$ cat config.mk
export PLATFORM = sky130hd
export DESIGN_NAME = mem_access_unit
export DESIGN_NICKNAME = d
export VERILOG_FILES = /design/src/rtl/mem_pkg.sv /design/src/rtl/mem_lane_align.sv /design/src/rtl/mem_access_unit.sv
export SDC_FILE = /design/constraint.sdc
export NUM_CORES = 1
export LEC_CHECK = 0
export BUFFER_PORTS_ARGS = -buffer_cell sky130_fd_sc_hd__buf_2
export CAP_MARGIN = 20
export CORE_MARGIN = 3
export CORE_UTILIZATION = 56
export DETAILED_ROUTE_END_ITERATION = 16
export GPL_ROUTABILITY_DRIVEN = 0
export PLACE_DENSITY_LB_ADDON = 0.3
export RECOVER_POWER = 100
export SETUP_SLACK_MARGIN = 0.3
export SYNTH_ARGS = -nofsm -noshare
export SYNTH_HDL_FRONTEND = slang
export SYNTH_SLANG_ARGS = --single-unit
export TNS_END_PERCENT = 20
$ cat constraint.sdc
create_clock -name clk -period 6.4 [get_ports clk]
set_input_delay 0.96 -clock clk [delete_from_list [all_inputs] [get_ports clk]]
set_output_delay 0.96 -clock clk [all_outputs]
set_load 0.1 [all_outputs]
$ cat src/rtl/mem_pkg.sv
`default_nettype none
// ============================================================================
//  Module      : mem_pkg
//  Description : Shared types, lane constants and the alignment helper for the
//                MEM-stage data RAM access unit.
//  Revision    : 1.0 - initial release
// ============================================================================
package mem_pkg;

    // Lane widths of the 32-bit data word
    localparam int c_byte_width = 8;
    localparam int c_half_width = 16;
    localparam int c_word_width = 32;

    // Access size as encoded on req_size
    typedef enum logic [1:0] {
        MEM_BYTE    = 2'b00,
        MEM_HALF    = 2'b01,
        MEM_WORD    = 2'b10,
        MEM_ILLEGAL = 2'b11
    } mem_size_t;

    // Access-unit sequencer states
    typedef enum logic [1:0] {
        IDLE = 2'b00,
        RD   = 2'b01,
        WR   = 2'b10,
        RESP = 2'b11
    } mau_state_t;

    // True when the size is illegal or the byte offset breaks natural alignment
    function automatic logic mem_misaligned(input mem_size_t size, input logic [1:0] offset);
        case (size)
            MEM_BYTE: mem_misaligned = 1'b0;
            MEM_HALF: mem_misaligned = offset[0];
            MEM_WORD: mem_misaligned = (offset != 2'b00);
            default:  mem_misaligned = 1'b1;
        endcase
    endfunction

endpackage
`default_nettype wire

$ cat src/rtl/mem_lane_align.sv
`default_nettype none
// ============================================================================
//  Module      : mem_lane_align
//  Description : Combinational little-endian lane logic: merges store data
//                into an existing word, extracts and extends load data, and
//                flags misaligned or illegal accesses.
//  Revision    : 1.0 - initial release
// ============================================================================
module mem_lane_align
    import mem_pkg::*;
(
    input  mem_size_t   i_size,
    input  logic [1:0]  i_offset,
    input  logic        i_is_unsigned,
    input  logic [31:0] i_old_word,
    input  logic [31:0] i_store_data,
    output logic [31:0] o_merged,
    output logic [31:0] o_load_data,
    output logic        o_misalign
);

    logic [c_byte_width-1:0] w_byte;
    logic [c_half_width-1:0] w_half;

    assign w_byte     = i_old_word[{i_offset, 3'b000} +: c_byte_width];
    assign w_half     = i_offset[1] ? i_old_word[31:16] : i_old_word[15:0];
    assign o_misalign = mem_misaligned(i_size, i_offset);

    // Store merge: replace only the addressed lane(s) of the old word
    always_comb begin
        o_merged = i_old_word;
        case (i_size)
            MEM_BYTE: o_merged[{i_offset, 3'b000} +: c_byte_width] = i_store_data[c_byte_width-1:0];
            MEM_HALF: begin
                if (i_offset[1]) begin
                    o_merged[31:16] = i_store_data[c_half_width-1:0];
                end else begin
                    o_merged[15:0] = i_store_data[c_half_width-1:0];
                end
            end
            MEM_WORD: o_merged = i_store_data;
            default:  o_merged = i_old_word;
        endcase
    end

    // Load extraction: pick the lane and sign- or zero-extend it
    always_comb begin
        o_load_data = '0;
        case (i_size)
            MEM_BYTE: o_load_data = i_is_unsigned ? {24'b0, w_byte}
                                                  : {{24{w_byte[c_byte_width-1]}}, w_byte};
            MEM_HALF: o_load_data = i_is_unsigned ? {16'b0, w_half}
                                                  : {{16{w_half[c_half_width-1]}}, w_half};
            MEM_WORD: o_load_data = i_old_word;
            default:  o_load_data = '0;
        endcase
    end

endmodule
`default_nettype wire

$ cat src/rtl/mem_access_unit.sv
`default_nettype none
// ============================================================================
//  Module      : mem_access_unit
//  Description : MEM-stage initiator for the data RAM. Turns byte/half/word
//                loads and stores into word-aligned RAM cycles, using a
//                read-modify-write for sub-word stores, and reports
//                misaligned or illegal-size accesses.
//  Revision    : 1.0 - initial release
// ============================================================================
module mem_access_unit
    import mem_pkg::*;
#(
    parameter int ADDR_WIDTH = 10,
    parameter int DATA_WIDTH = 32
) (
    input  logic                  clk,
    input  logic                  rst_n,
    input  logic                  req_valid,
    output logic                  req_ready,
    input  logic                  req_write,
    input  logic [1:0]            req_size,
    input  logic                  req_unsigned,
    input  logic [ADDR_WIDTH-1:0] req_addr,
    input  logic [DATA_WIDTH-1:0] req_wdata,
    output logic                  rsp_valid,
    output logic [DATA_WIDTH-1:0] rsp_rdata,
    output logic                  rsp_err,
    output logic                  ram_mem_write,
    output logic                  ram_mem_read,
    output logic [ADDR_WIDTH-1:0] ram_addr,
    output logic [DATA_WIDTH-1:0] ram_write_data,
    input  logic [DATA_WIDTH-1:0] ram_read_data
);

    mau_state_t            r_state;
    logic                  r_write;
    mem_size_t             r_size;
    logic                  r_unsigned;
    logic [ADDR_WIDTH-1:0] r_addr;
    logic [DATA_WIDTH-1:0] r_wdata;
    logic [DATA_WIDTH-1:0] r_word;

    logic                  w_accept;
    mem_size_t             w_req_size;
    logic [DATA_WIDTH-1:0] w_merged;
    logic [DATA_WIDTH-1:0] w_load_data;
    logic                  w_misalign;

    assign req_ready  = (r_state == IDLE) && rst_n;
    assign w_accept   = req_valid && req_ready;
    assign w_req_size = mem_size_t'(req_size);

    // Lane logic works only on latched fields, so no req_* path reaches ram_*
    mem_lane_align u_lane_align (
        .i_size        (r_size),
        .i_offset      (r_addr[1:0]),
        .i_is_unsigned (r_unsigned),
        .i_old_word    (r_word),
        .i_store_data  (r_wdata),
        .o_merged      (w_merged),
        .o_load_data   (w_load_data),
        .o_misalign    (w_misalign)
    );

    // Sequencer: latch the request, then walk RD/WR as the access type needs
    always_ff @(posedge clk) begin
        if (!rst_n) begin
            r_state    <= IDLE;
            r_write    <= 1'b0;
            r_size     <= MEM_BYTE;
            r_unsigned <= 1'b0;
            r_addr     <= '0;
            r_wdata    <= '0;
            r_word     <= '0;
        end else begin
            case (r_state)
                IDLE: begin
                    if (w_accept) begin
                        r_write    <= req_write;
                        r_size     <= w_req_size;
                        r_unsigned <= req_unsigned;
                        r_addr     <= req_addr;
                        r_wdata    <= req_wdata;
                        if (mem_misaligned(w_req_size, req_addr[1:0])) begin
                            r_state <= RESP;
                        end else if (req_write && (w_req_size == MEM_WORD)) begin
                            r_state <= WR;
                        end else begin
                            r_state <= RD;
                        end
                    end
                end
                RD: begin
                    r_word  <= ram_read_data;
                    r_state <= r_write ? WR : RESP;
                end
                WR:      r_state <= RESP;
                RESP:    r_state <= IDLE;
                default: r_state <= IDLE;
            endcase
        end
    end

    // RAM strobes and bus decoded purely from registered state
    always_comb begin
        ram_mem_read   = (r_state == RD);
        ram_mem_write  = (r_state == WR);
        ram_addr       = '0;
        ram_write_data = '0;
        if ((r_state == RD) || (r_state == WR)) begin
            ram_addr = {r_addr[ADDR_WIDTH-1:2], 2'b00};
        end
        if (r_state == WR) begin
            ram_write_data = w_merged;
        end
    end

    // Response: one-cycle pulse; data and error forced to 0 outside RESP.
    // The error flag is re-derived from the latched size/offset, which is
    // exactly what decided the error path at accept time.
    always_comb begin
        rsp_valid = (r_state == RESP);
        rsp_err   = 1'b0;
        rsp_rdata = '0;
        if (r_state == RESP) begin
            rsp_err = w_misalign;
            if (!r_write && !w_misalign) begin
                rsp_rdata = w_load_data;
            end
        end
    end

endmodule
`default_nettype wire
==> results of run 1 <==
-- tightest hold or removal path, cell delays in order, from the launching register on --
cell and delay (ps):
dfxtp_1 310, nand2_1 40, a21boi_0 60
-- registers in the layout (all words and copies together), names as in the netlist --
signal / flops
r_wdata: 32
r_word: 32
r_addr: 10
r_size: 2
r_state: 2
r_unsigned: 1
r_write: 1
-- placed cells by master, fill, tap and decap left out, types with 5 or more instances in the layout --
master	netlist	final
nand2_1	137	137
buf_2	13	82
dfxtp_1	80	80
clkbuf_1	31	77
a21boi_0	50	50
a21oi_1	41	41
nor2b_1	40	40
mux2i_1	33	33
inv_1	30	30
o21ai_0	19	19
and2_1	13	13
a222oi_1	11	11
a21oi_2	10	10
clkbuf_8	0	10
nor2_1	9	9
nor3b_1	9	9
ha_1	9	9
a22oi_1	8	8
mux2_2	8	8
o221ai_1	8	8
a22o_1	8	8
o2bb2ai_1	7	7
nand3_1	6	6
a211oi_1	5	5
buf_4	2	5
-- power groups by stage --
| stage | Sequential (W) | Clock, W | Combinational [W] |
|---|---|---|---|
| 2_1_floorplan | 0.000690 | 0 | 0.000982 |
| 3_3_place_gp | 0.000754 | 0 | 0.00114 |
| 3_5_place_dp | 0.000759 | 0 | 0.00117 |
| 4_1_cts | 0.000748 | 0.000423 | 0.00118 |
| 5_1_grt | 0.000763 | 0.000443 | 0.00127 |
| 6_report | 0.000759 | 0.000418 | 0.00118 |
-- metrics by stage --
step | instance area [µm²] | setup slack, ps | total power, W | util, % | hold slack [ps]
3_5_place_dp | 5720 | 2890 | 0.00193 | 67.9 | 460
2_1_floorplan | 4980 | 1250 | 0.00167 | - | 439
4_1_cts | 5940 | 2480 | 0.00235 | 70.5 | 472
5_1_grt | 5840 | 1750 | 0.00248 | 69.3 | 495
6_report | 5840 | 1960 | 0.00236 | 69.3 | 470
3_3_place_gp | 5720 | 2980 | 0.00190 | 67.9 | 450
-- cells in the mapped netlist (5+ instances only) --
cell type,number
a211oi_1,5
a21boi_0,50
a21oi_1,41
a21oi_2,10
a222oi_1,11
a22o_1,8
a22oi_1,8
and2_1,13
buf_1,5
buf_2,13
clkbuf_1,31
dfxtp_1,80
ha_1,9
inv_1,30
mux2_2,8
mux2i_1,33
nand2_1,137
nand3_1,6
nor2_1,9
nor2b_1,40
nor3b_1,9
o21ai_0,19
o221ai_1,8
o2bb2ai_1,7
-- cell families after synthesis --
family                     after synthesis
and+or+nand+nor                        230
other                                    1
muxes                                   41
DFF                                     80
adders and majority gates                9
buffers and inverters                   82
AOI/OAI and AO/OA                      192
-- cell type report --
| type | count | share of cell area, % |
|---|---|---|
| clock buffer | 10 | 2.36 |
| clock inverter | 5 | 1.39 |
| inverter | 30 | 1.93 |
| multi-input combinational | 474 | 52.0 |
| sequential | 80 | 27.4 |
| tap | 105 | 2.25 |
| timing repair buffer | 164 | 12.6 |
-- per-layer routing --
layer	share of wire, %	vias to the layer above	routed length [µm]
met2	45	337	7140
li1	-	2467	-
met3	11	57	1820
met4	3.1	0	489
met5	0	-	0
met1	40	2412	6380
-- worst paths after layout --
| path | start | endpoint | slack, ps | cells past startpoint |
|---|---|---|---|---|
| min | r_addr[2] | r_addr[2] | 470 | 2 |
| min reg2reg | r_addr[2] | r_addr[2] | 470 | 2 |
| max | r_addr[1] | rsp_rdata[5] | 1960 | 7 |
| max reg2reg | r_state[0] | r_wdata[0] | 3730 | 6 |
==> results.txt, run 1 <==
First-pass GRT wire length = 24300 µm
DRC errors left = 0
Post-DR wirelength/cell = 18.2 µm
Sw Pwr = 0.00120 W
Area occupied by multi-input gates = 3040 µm²
Clock Power Share = 17.7%
Leak Pwr = 2.16 nW
Placed insts = 852
CP delay by family, top = buffers and inverters
Synth area leader = dfxtp_1
Fmax = 0.225 GHz
Area grow syn2layout = 17.4%
Final period utilization = 69.4%
Die Wd = 100 µm
Max stage delay on crit path = 890 ps
XOR/XNOR share of the synthesized area = 0%
Combinational family with the most area after synthesis = compound AO/OA/AOI/OAI gates
GR met2 Demand/Resource = 47.7%
Worst EP arrival = 3480 ps
Post-CTS Hold Fix Bufs = 0
# Post-CTS Setup Buffers = 0
FFs w/ async S/R, synth = 0%
Core area = 8420 µm²
Critical Path RT = 5440 ps
PwrDens = 404 nW/µm²
RSZ-0062 raised after global routing = false
Number of synthesized flops with an enable pin = 0
Top cells by area, synth = dfxtp_1 (32%), nand2_1 (10%), a21boi_0 (7.5%), mux2i_1 (6.6%), nor2b_1 (5.0%)
Buf/Inv on CP = 3
Mux cell area share after synthesis = 8.45%
Clock Tree Buf Depth = 2
H-tree depth = 3
Seq pwr share = 32.1%
Sw frac = 50.6%
Total routed wirelength = 15800 µm
Ys Warns = 0
GRT Residual Overflow = 0
Synth top area share = 32.2%
Routed Antenna Nets = 0
Yosys cell types = 52
Met3 Use GR = 6.05%
Fill count = 763
Clk slew on worst S/H paths = 80 ps
Syn Inst Count = 635
Status = finished, violations left
ANT cells = 0
Gate power share = 50.2%
Starting DRT DRC Count = 543
Sequential element share of the synthesized area = 32.2%
Period minus WS final = 4440 ps
Share of layout cells above drive strength 1 = 17.0%
Vias in the first global route = 4765
Post-synthesis adder-cell area fraction = 2.26%
Failing checks = max-capacitance violations, max-slew violations
Port Buffers = 157
Pint = 0.00116 W
Register Area = 1600 µm²
# clock sinks = 80
Cells along the critical path = buf_4 -> inv_1 -> ha_1 -> a21oi_1 -> or3b_1 -> a21oi_1 -> clkbuf_1
CTS buffer count = 9
Flop and latch count out of synthesis = 80
Final hold violations = 0
Initial core utilization = 59.1%
CP Launch Type = register
Worst path slowest cell = clkbuf_1
CTS resizes = 0
Setup Skew = 5.28 ps
CP Class = reg2out
Die H = 100 µm
Clock Latency Late Sink = 360 ps
Gr busiest metal = met2
Simple logic cell fraction of the synthesized area = 22.3%
Max-Slew Margin vs Limit = -36.7%
Synthesized cell area = 4980 µm²
Final setup violation count = 0
Crit end category = output port
Max Fanout on Critical Path = 35
Maxcap violations = 2
Non-Filler Instances = 868
CTS tree = yes
Final Max Slew Viols = 81
M1 GR Usage = 42.4%
Max VDD drop = 0.000244 V
Fin Setup TNS = 0 ps
HP Class = reg2reg
Worst slew pin tran = 2050 ps
Total GRT Usage = 30.5%
FP Rows = 33
Largest net degree at the start of global routing = 82
Clock root buffer = clkbuf_8
Worst path most repeated cell = a21oi_1
Vias per cell = 6.07
Top FF cell, synth = dfxtp_1
Compound-Gate Fraction of Synth Area = 27.9%
Syn_area_per_cell = 7.84 µm²
Post-DP HPWL = 11400 µm
# IOs = 160
Final nets = 849
Initial antenna violation count = 0
Routed vias = 5273
DR pass1 iterations = 6
Die ar. = 10100 µm²
Power figures use the tool's default switching activity.
==> run 2, diff against run 1 <==
--- a/config.mk
+++ b/config.mk
@@ -5,10 +5,11 @@
 export SDC_FILE = /design/constraint.sdc
 export NUM_CORES = 1
 export LEC_CHECK = 0
+export ABC_AREA = 1
 export BUFFER_PORTS_ARGS = -buffer_cell sky130_fd_sc_hd__buf_2
 export CAP_MARGIN = 20
 export CORE_MARGIN = 3
-export CORE_UTILIZATION = 56
+export CORE_UTILIZATION = 48
 export DETAILED_ROUTE_END_ITERATION = 16
 export GPL_ROUTABILITY_DRIVEN = 0
 export PLACE_DENSITY_LB_ADDON = 0.3
==> constraint.sdc (replaced) <==
create_clock -name clk -period 3.95 [get_ports clk]
set_input_delay 0.5925 -clock clk [delete_from_list [all_inputs] [get_ports clk]]
set_output_delay 0.5925 -clock clk [all_outputs]
set_load 0.1 [all_outputs]
==> run 2 against run 1 <==
  * The flow now finishes without violations
  * Sequential share of layout area decreased by 3.6 points
  * Hold slack got worse by 28 ps
  * Highest routed layer unchanged
  * First-iteration DRC count increased by 44%
  * Combinational power grew 110%
  * Largest power group unchanged
  * Clock power is 110% higher
  * Worst setup slack worse by 1600 ps
  * Total power rose by 99%
  * Largest cell class unchanged
  * Critical endpoint is now ram_write_data[0]
  * Design area rose by 15%
==> results.txt, run 2 <==
Status = complete, no violations
FFs w/ async S/R, synth = 0% (unchanged)
Clock root buffer = clkbuf_16
Clock Tree Buf Depth = 2 (unchanged)
Critical Path RT = 3360 ps (-2080 ps)
Largest registers = r_wdata x32, r_word x32, r_addr x10
Post-CTS Hold Fix Bufs = 0 (unchanged)
H-tree depth = 3 (unchanged)
Syn_area_per_cell = 5.91 µm² (-25%)
Initial core utilization = 50.5% (-8.5 points)
# IOs = 160 (unchanged)
Top cells by area, synth = dfxtp_1 (28%), nand2_1 (20%), o21ai_0 (10%), a21oi_1 (9.9%), inv_1 (6.4%)
Maxcap violations = 0 (-2)
Number of synthesized flops with an enable pin = 0 (unchanged)
Worst Reg-to-Reg Cells = 7 (+1)
CTS tree = yes
Hold EP = r_addr[6]
Leak Pwr = 3.20 nW (+48%)
CP Class = reg2out
Met3 Routed Length = 2240 µm (+23%)
Max Fanout on Critical Path = 18 (-49%)
Commonest non-fill, non-tap cell in the layout = nand2_1
Sequential element share of the synthesized area = 28.4% (-3.8 points)
Placed Area = 6830 µm² (+19%)
Area grow syn2layout = 19.2%
Clock Latency Late Sink = 350 ps (about the same)
Fmax = 0.276 GHz
Wire length on met1 = 7940 µm (+24%)
Synthesized cell area = 5650 µm² (+14%)
CP Launch Type = register
Most frequent cells in the layout = nand2_1 (306), o21ai_0 (115), a21oi_1 (111), inv_1 (98)
PwrDens = 697 nW/µm² (+72%)
Vias per cell = 5.40 (-11%)
Sw Pwr = 0.00257 W (+110%)
DR pass1 iterations = 6 (unchanged)
Worst slew pin tran = 1190 ps (-857 ps)
Max-Slew Margin vs Limit = 20.1% (+57 points)
Dpl ws = 890 ps (-2000 ps)
Die Wd = 114 µm (+14%)
Share of layout cells above drive strength 1 = 18.0% (+0.95 points)
# Post-CTS Setup Buffers = 0 (unchanged)
Yosys cell types = 29 (-44%)
Worst EP arrival = 3030 ps (-450 ps)
Routed Antenna Nets = 0 (unchanged)
Top FF cell, synth = dfxtp_1
Worst Hold Depth = 3 (+1)
Final period utilization = 91.8%
Origin of the worst min-delay path = req_addr[6]
Design Area, Final = 6730 µm² (+15%)
Met2 wire len = 8220 µm (+15%)
FP Rows = 38 (+15%)
Post-route setup slack = 325 ps (-1630 ps)
Die ar. = 13100 µm² (+30%)
Clock Power Share = 18.7% (+1.0 points)
Post-synth top cells = nand2_1 (306), o21ai_0 (115), a21oi_1 (112)
# clock sinks = 80 (unchanged)
DRC errors left = 0 (unchanged)
Initial antenna violation count = 0 (unchanged)
R2R Path End = r_wdata[23]
Syn Inst Count = 955 (+50%)
Gate power share = 52.8% (+2.6 points)
R2R Setup Slk = 760 ps (-2970 ps)
Synth top area share = 28.4% (-3.8 points)
Final Max Slew Viols = 0 (-100%)
Fin Setup TNS = 0 ps (unchanged)
Ys Warns = 0 (unchanged)
Flop and latch count out of synthesis = 80 (unchanged)
CTS buffer count = 9 (unchanged)
CTS resizes = 0 (unchanged)
Starting DRT DRC Count = 784 (+44%)
Worst r2r src = r_state[1]
Max VDD drop = 0.000348 V (+42%)
Pint = 0.00212 W (+82%)
Most numerous cell in the Yosys netlist = nand2_1
Crit end category = output port
Clk slew on worst S/H paths = 60 ps (-20 ps)
Seq pwr share = 28.4% (-3.7 points)
Setup Skew = 5.24 ps (-0.0403 ps)
Port Buffers = 157 (unchanged)
Period minus WS final = 3620 ps
Post-DP HPWL = 13800 µm (+21%)
Highest metal used = met4
Sw frac = 54.7% (+4.1 points)
Final nets = 1158 (+36%)
Core area = 11200 µm² (+33%)
GRT Residual Overflow = 0 (unchanged)
Total routed wirelength = 19000 µm (+20%)
Post-DR wirelength/cell = 15.7 µm (-14%)
First-pass GRT wire length = 29700 µm (+22%)
Die H = 114 µm (+14%)
HP Class = in2reg
RSZ-0062 raised after global routing = false
Total GRT Usage = 28.5% (-2.0 points)
Routed vias = 6555 (+24%)
Core Util, Final = 60.2% (-9.1 points)
Largest net degree at the start of global routing = 74 (-9.8%)
Final hold violations = 0 (unchanged)
ANT cells = 0 (unchanged)
Synth area leader = dfxtp_1
Vias in the first global route = 5923 (+24%)
Final setup violation count = 0 (unchanged)
==> run 2: changes by cell type after synthesis, sizes merged, moves of 23 or more <==
cell    change
buf        +23
mux2i      -33
o21ai     +101
a21boi     -52
nand2     +172
nor2b      -40
inv        +75
nor2       +74
nand3      +31
a21oi      +61
==> run 2: worst max-delay path, stage by stage, from the launching register on <==
cell	delay, ps
dfxtp_1	910
inv_4	200
nor2_8	300
inv_4	170
nand2_4	160
inv_2	60
nand2_4	110
nand2_1	60
a21oi_1	200
clkbuf_2	500
==> run 2: cell type report <==
type / instances / area [µm²]
clock buffers: 10 / 239
inverters: 106 / 405
multi-input cells: 705 / 3290
repair buffers: 166 / 947
well taps: 140 / 175
flip-flops and latches: 80 / 1600
clock inverters: 6 / 72.6
fillers: 1128 / 4440
==> run 2: routing by layer <==
layer | global-route usage [%] | vias to the layer above
li1 | - | 3278
met1 | 37.7 | 2856
met2 | 43.9 | 356
met3 | 9.09 | 65
met4 | 9.50 | 0
met5 | 0 | -
==> run 2: per-stage QoR <==
stage	cells	hold slack, ps	power (W)
final	1213	442	0.00469
after global routing	1213	453	0.00496
after CTS	1213	440	0.00479
after detailed placement	1197	466	0.00390
after global placement	1197	458	0.00386
after floorplan	956	445	0.00322
==> run 2: power by group through the flow <==
stage	combinational (W)	sequential, W	clock [W]
after detailed placement	0.00257	0.00133	0
after CTS	0.00259	0.00131	0.000886
after global routing	0.00269	0.00135	0.000921
final	0.00248	0.00133	0.000878
after floorplan	0.00203	0.00120	0
after global placement	0.00254	0.00132	0
==> run 2: cells by family after synthesis <==
kind of cell               after synthesis  synth area share [%]
AOI/OAI and AO/OA                      253                  23.5
adders and majority gates                9                  1.99
buffers and inverters                  171                  13.5
DFF                                     80                  28.4
other                                    1                0.0664
and+or+nand+nor                        441                  32.6
==> run 2: worst max path at each step <==
stage | cells past startpoint | to | startpoint
4_1_cts | 9 | ram_write_data[4] | r_size[1]
3_3_place_gp | 9 | ram_write_data[0] | r_size[1]
2_1_floorplan | 6 | ram_write_data[1] | r_state[0]
6_report | 9 | ram_write_data[0] | r_size[1]
3_5_place_dp | 9 | ram_write_data[4] | r_size[1]
5_1_grt | 9 | ram_write_data[6] | r_size[1]
==> run 3, diff against run 2 <==
--- a/config.mk
+++ b/config.mk
@@ -9,7 +9,7 @@
 export BUFFER_PORTS_ARGS = -buffer_cell sky130_fd_sc_hd__buf_2
 export CAP_MARGIN = 20
 export CORE_MARGIN = 3
-export CORE_UTILIZATION = 48
+export CORE_UTILIZATION = 38
 export DETAILED_ROUTE_END_ITERATION = 16
 export GPL_ROUTABILITY_DRIVEN = 0
 export PLACE_DENSITY_LB_ADDON = 0.3
==> constraint.sdc (replaced) <==
create_clock -name clk -period 4.11 [get_ports clk]
set_input_delay 0.6165 -clock clk [delete_from_list [all_inputs] [get_ports clk]]
set_output_delay 0.6165 -clock clk [all_outputs]
set_load 0.1 [all_outputs]
==> run 3 against run 2 <==
  * The run now ends with max-capacitance violations, max-slew violations left
  * Hold slack better by 23 ps
  * Critical path depth is 1 lower
  * Worst setup slack better by 42 ps
  * Clock skew is 0.59 ps lower
  * Register-to-register slack worse by 40 ps
  * Sequential share of layout area is 0.68 points lower
  * Via count is 2.0% lower
  * Die area is 25% higher
  * Count of clock-buffer cells in the layout is 1 higher
  * Highest routed layer unchanged
==> results.txt, run 3 (synthesis gave the netlist of run 2 again) <==
Status = finished, violations left
Failing checks = max-capacitance violations, max-slew violations
Max Fanout on Critical Path = 17 (-1)
CTS buffer count = 9 (unchanged)
Setup Skew = 4.65 ps (-0.592 ps)
Total GRT Usage = 23.7% (-4.8 points)
CP Class = reg2out
Clock Tree Buf Depth = 2 (unchanged)
Clock Power Share = 18.6% (about the same)
HP Class = in2reg
Initial core utilization = 39.8% (-11 points)
Fmax = 0.267 GHz
RSZ-0062 raised after global routing = false
# Post-CTS Setup Buffers = 0 (unchanged)
Worst EP arrival = 3130 ps (+100 ps)
Final Max Slew Viols = 51 (+51)
Starting DRT DRC Count = 539 (-31%)
Sw Pwr = 0.00245 W (-4.5%)
Clock root buffer = clkbuf_16
Met3 Use GR = 5.58% (-3.5 points)
Seq pwr share = 28.3% (about the same)
GR met2 Demand/Resource = 35.1% (-8.8 points)
Routed vias = 6425 (-2.0%)
Total routed wirelength = 19800 µm (+4.0%)
Max VDD drop = 0.000224 V (-36%)
Final setup violation count = 0 (unchanged)
Clk slew on worst S/H paths = 60 ps (about the same)
Clock Latency Late Sink = 350 ps (about the same)
Placed Area = 6880 µm² (+0.79%)
Share of layout cells above drive strength 1 = 17.6% (-0.41 points)
CTS resizes = 0 (unchanged)
# IOs = 160 (unchanged)
Core area = 14200 µm² (+27%)
Maxcap violations = 1 (+1)
Gr busiest metal = met2
Vias per cell = 5.12 (-5.3%)
PwrDens = 654 nW/µm² (-6.1%)
Max-Slew Margin vs Limit = -32.0% (-52 points)
Die Wd = 128 µm (+12%)
Initial antenna violation count = 0 (unchanged)
Post-DP HPWL = 14800 µm (+6.8%)
Fill count = 1565 (+39%)
H-tree depth = 3 (unchanged)
Area grow syn2layout = 22.7%
GRT Residual Overflow = 0 (unchanged)
Pint = 0.00208 W (-1.9%)
Fin Setup TNS = 0 ps (unchanged)
Gate power share = 53.2% (+0.4 points)
Port Buffers = 157 (unchanged)
Routed Antenna Nets = 0 (unchanged)
Largest registers = r_wdata x32, r_word x32, r_addr x10
DRC errors left = 0 (unchanged)
Commonest non-fill, non-tap cell in the layout = nand2_1
Most frequent cells in the layout = nand2_1 (308), o21ai_0 (115), a21oi_1 (112), inv_1 (99)
ANT cells = 0 (unchanged)
Design Area, Final = 6930 µm² (+2.9%)
# clock sinks = 80 (unchanged)
Die ar. = 16400 µm² (+25%)
CTS tree = yes
Post-DR wirelength/cell = 15.7 µm (+0.48%)
Register Area = 1600 µm² (unchanged)
Final hold violations = 0 (unchanged)
M1 GR Usage = 33.4% (-4.4 points)
Final nets = 1160 (+0.17%)
FP Rows = 43 (+13%)
Final period utilization = 91.1%
Period minus WS final = 3740 ps
Area occupied by multi-input gates = 3280 µm² (-0.42%)
Die H = 128 µm (+12%)
Worst slew pin tran = 1980 ps (+786 ps)
First-pass GRT wire length = 30700 µm (+3.3%)
Critical Path RT = 3490 ps (+130 ps)
Sw frac = 54.1% (-0.67 points)
Largest net degree at the start of global routing = 67 (-9.5%)
Post-CTS Hold Fix Bufs = 0 (unchanged)
Crit end category = output port
Leak Pwr = 3.23 nW (+0.93%)
DR pass1 iterations = 6 (unchanged)
Vias in the first global route = 5858 (-1.1%)
CP Launch Type = register
==> run 3: cell types whose count changed in the layout (fill, tap and decap cells not counted), moves of 2 or more <==
| cell | change |
|---|---|
| buf_12 | +10 |
| clkbuf_1 | +2 |
| clkbuf_2 | -10 |
| clkinvlp_4 | +2 |
| inv_6 | -2 |
| nand2_1 | +2 |
==> run 3: routing by layer <==
metal  part of all wire, %  wire, µm
met4                   3.0       593
met2                    44      8710
met3                   7.9      1550
met1                    45      8910
met5                     0         0
==> run 3: worst paths after layout <==
kind / from / endpoint / slack (ps) / cells past startpoint
worst min-delay path: req_unsigned / r_unsigned / 470 / 3
worst min register to register: r_addr[8] / r_addr[8] / 470 / 2
worst max-delay path: r_size[0] / ram_write_data[15] / 370 / 8
worst max register to register: r_state[0] / r_wdata[8] / 720 / 7
==> run 3: through the flow <==
| step | utilization (%) | power, W | worst slack, ps | cells | hold WS, ps |
|---|---|---|---|---|---|
| 3_3_place_gp | 48.5 | 0.00375 | 1080 | 1238 | 461 |
| 6_report | 48.8 | 0.00453 | 367 | 1255 | 465 |
| 4_1_cts | 50.7 | 0.00462 | 649 | 1254 | 455 |
| 2_1_floorplan | - | 0.00310 | 195 | 956 | 445 |
| 3_5_place_dp | 48.5 | 0.00377 | 1030 | 1238 | 465 |
| 5_1_grt | 48.8 | 0.00482 | 239 | 1255 | 464 |
==> run 3: area by class of cell <==
class | instances | share of cell area [%]
Clock buffer | 11 | 3.65
Clock inverter | 5 | 0.903
Inverter | 106 | 5.85
Multi-Input combinational cell | 705 | 47.3
Sequential cell | 80 | 23.1
Tap cell | 180 | 3.25
Timing Repair Buffer | 168 | 15.9
==> run 3: worst max-delay path, stage by stage, from the launching register on <==
cell and delay [ps]:
dfxtp_1 930, nand2_1 470, inv_1 580, nor2_1 100
nand3_1 100, nand3_1 70, nand2_1 100, inv_1 50
clkbuf_2 370
==> run 3: power by group through the flow <==
| stage | registers (W) | logic (W) | clock network, W |
|---|---|---|---|
| 2_1_floorplan | 0.00115 | 0.00195 | 0 |
| 3_3_place_gp | 0.00128 | 0.00246 | 0 |
| 3_5_place_dp | 0.00129 | 0.00249 | 0 |
| 4_1_cts | 0.00127 | 0.00250 | 0.000856 |
| 5_1_grt | 0.00130 | 0.00263 | 0.000890 |
| 6_report | 0.00128 | 0.00241 | 0.000842 |
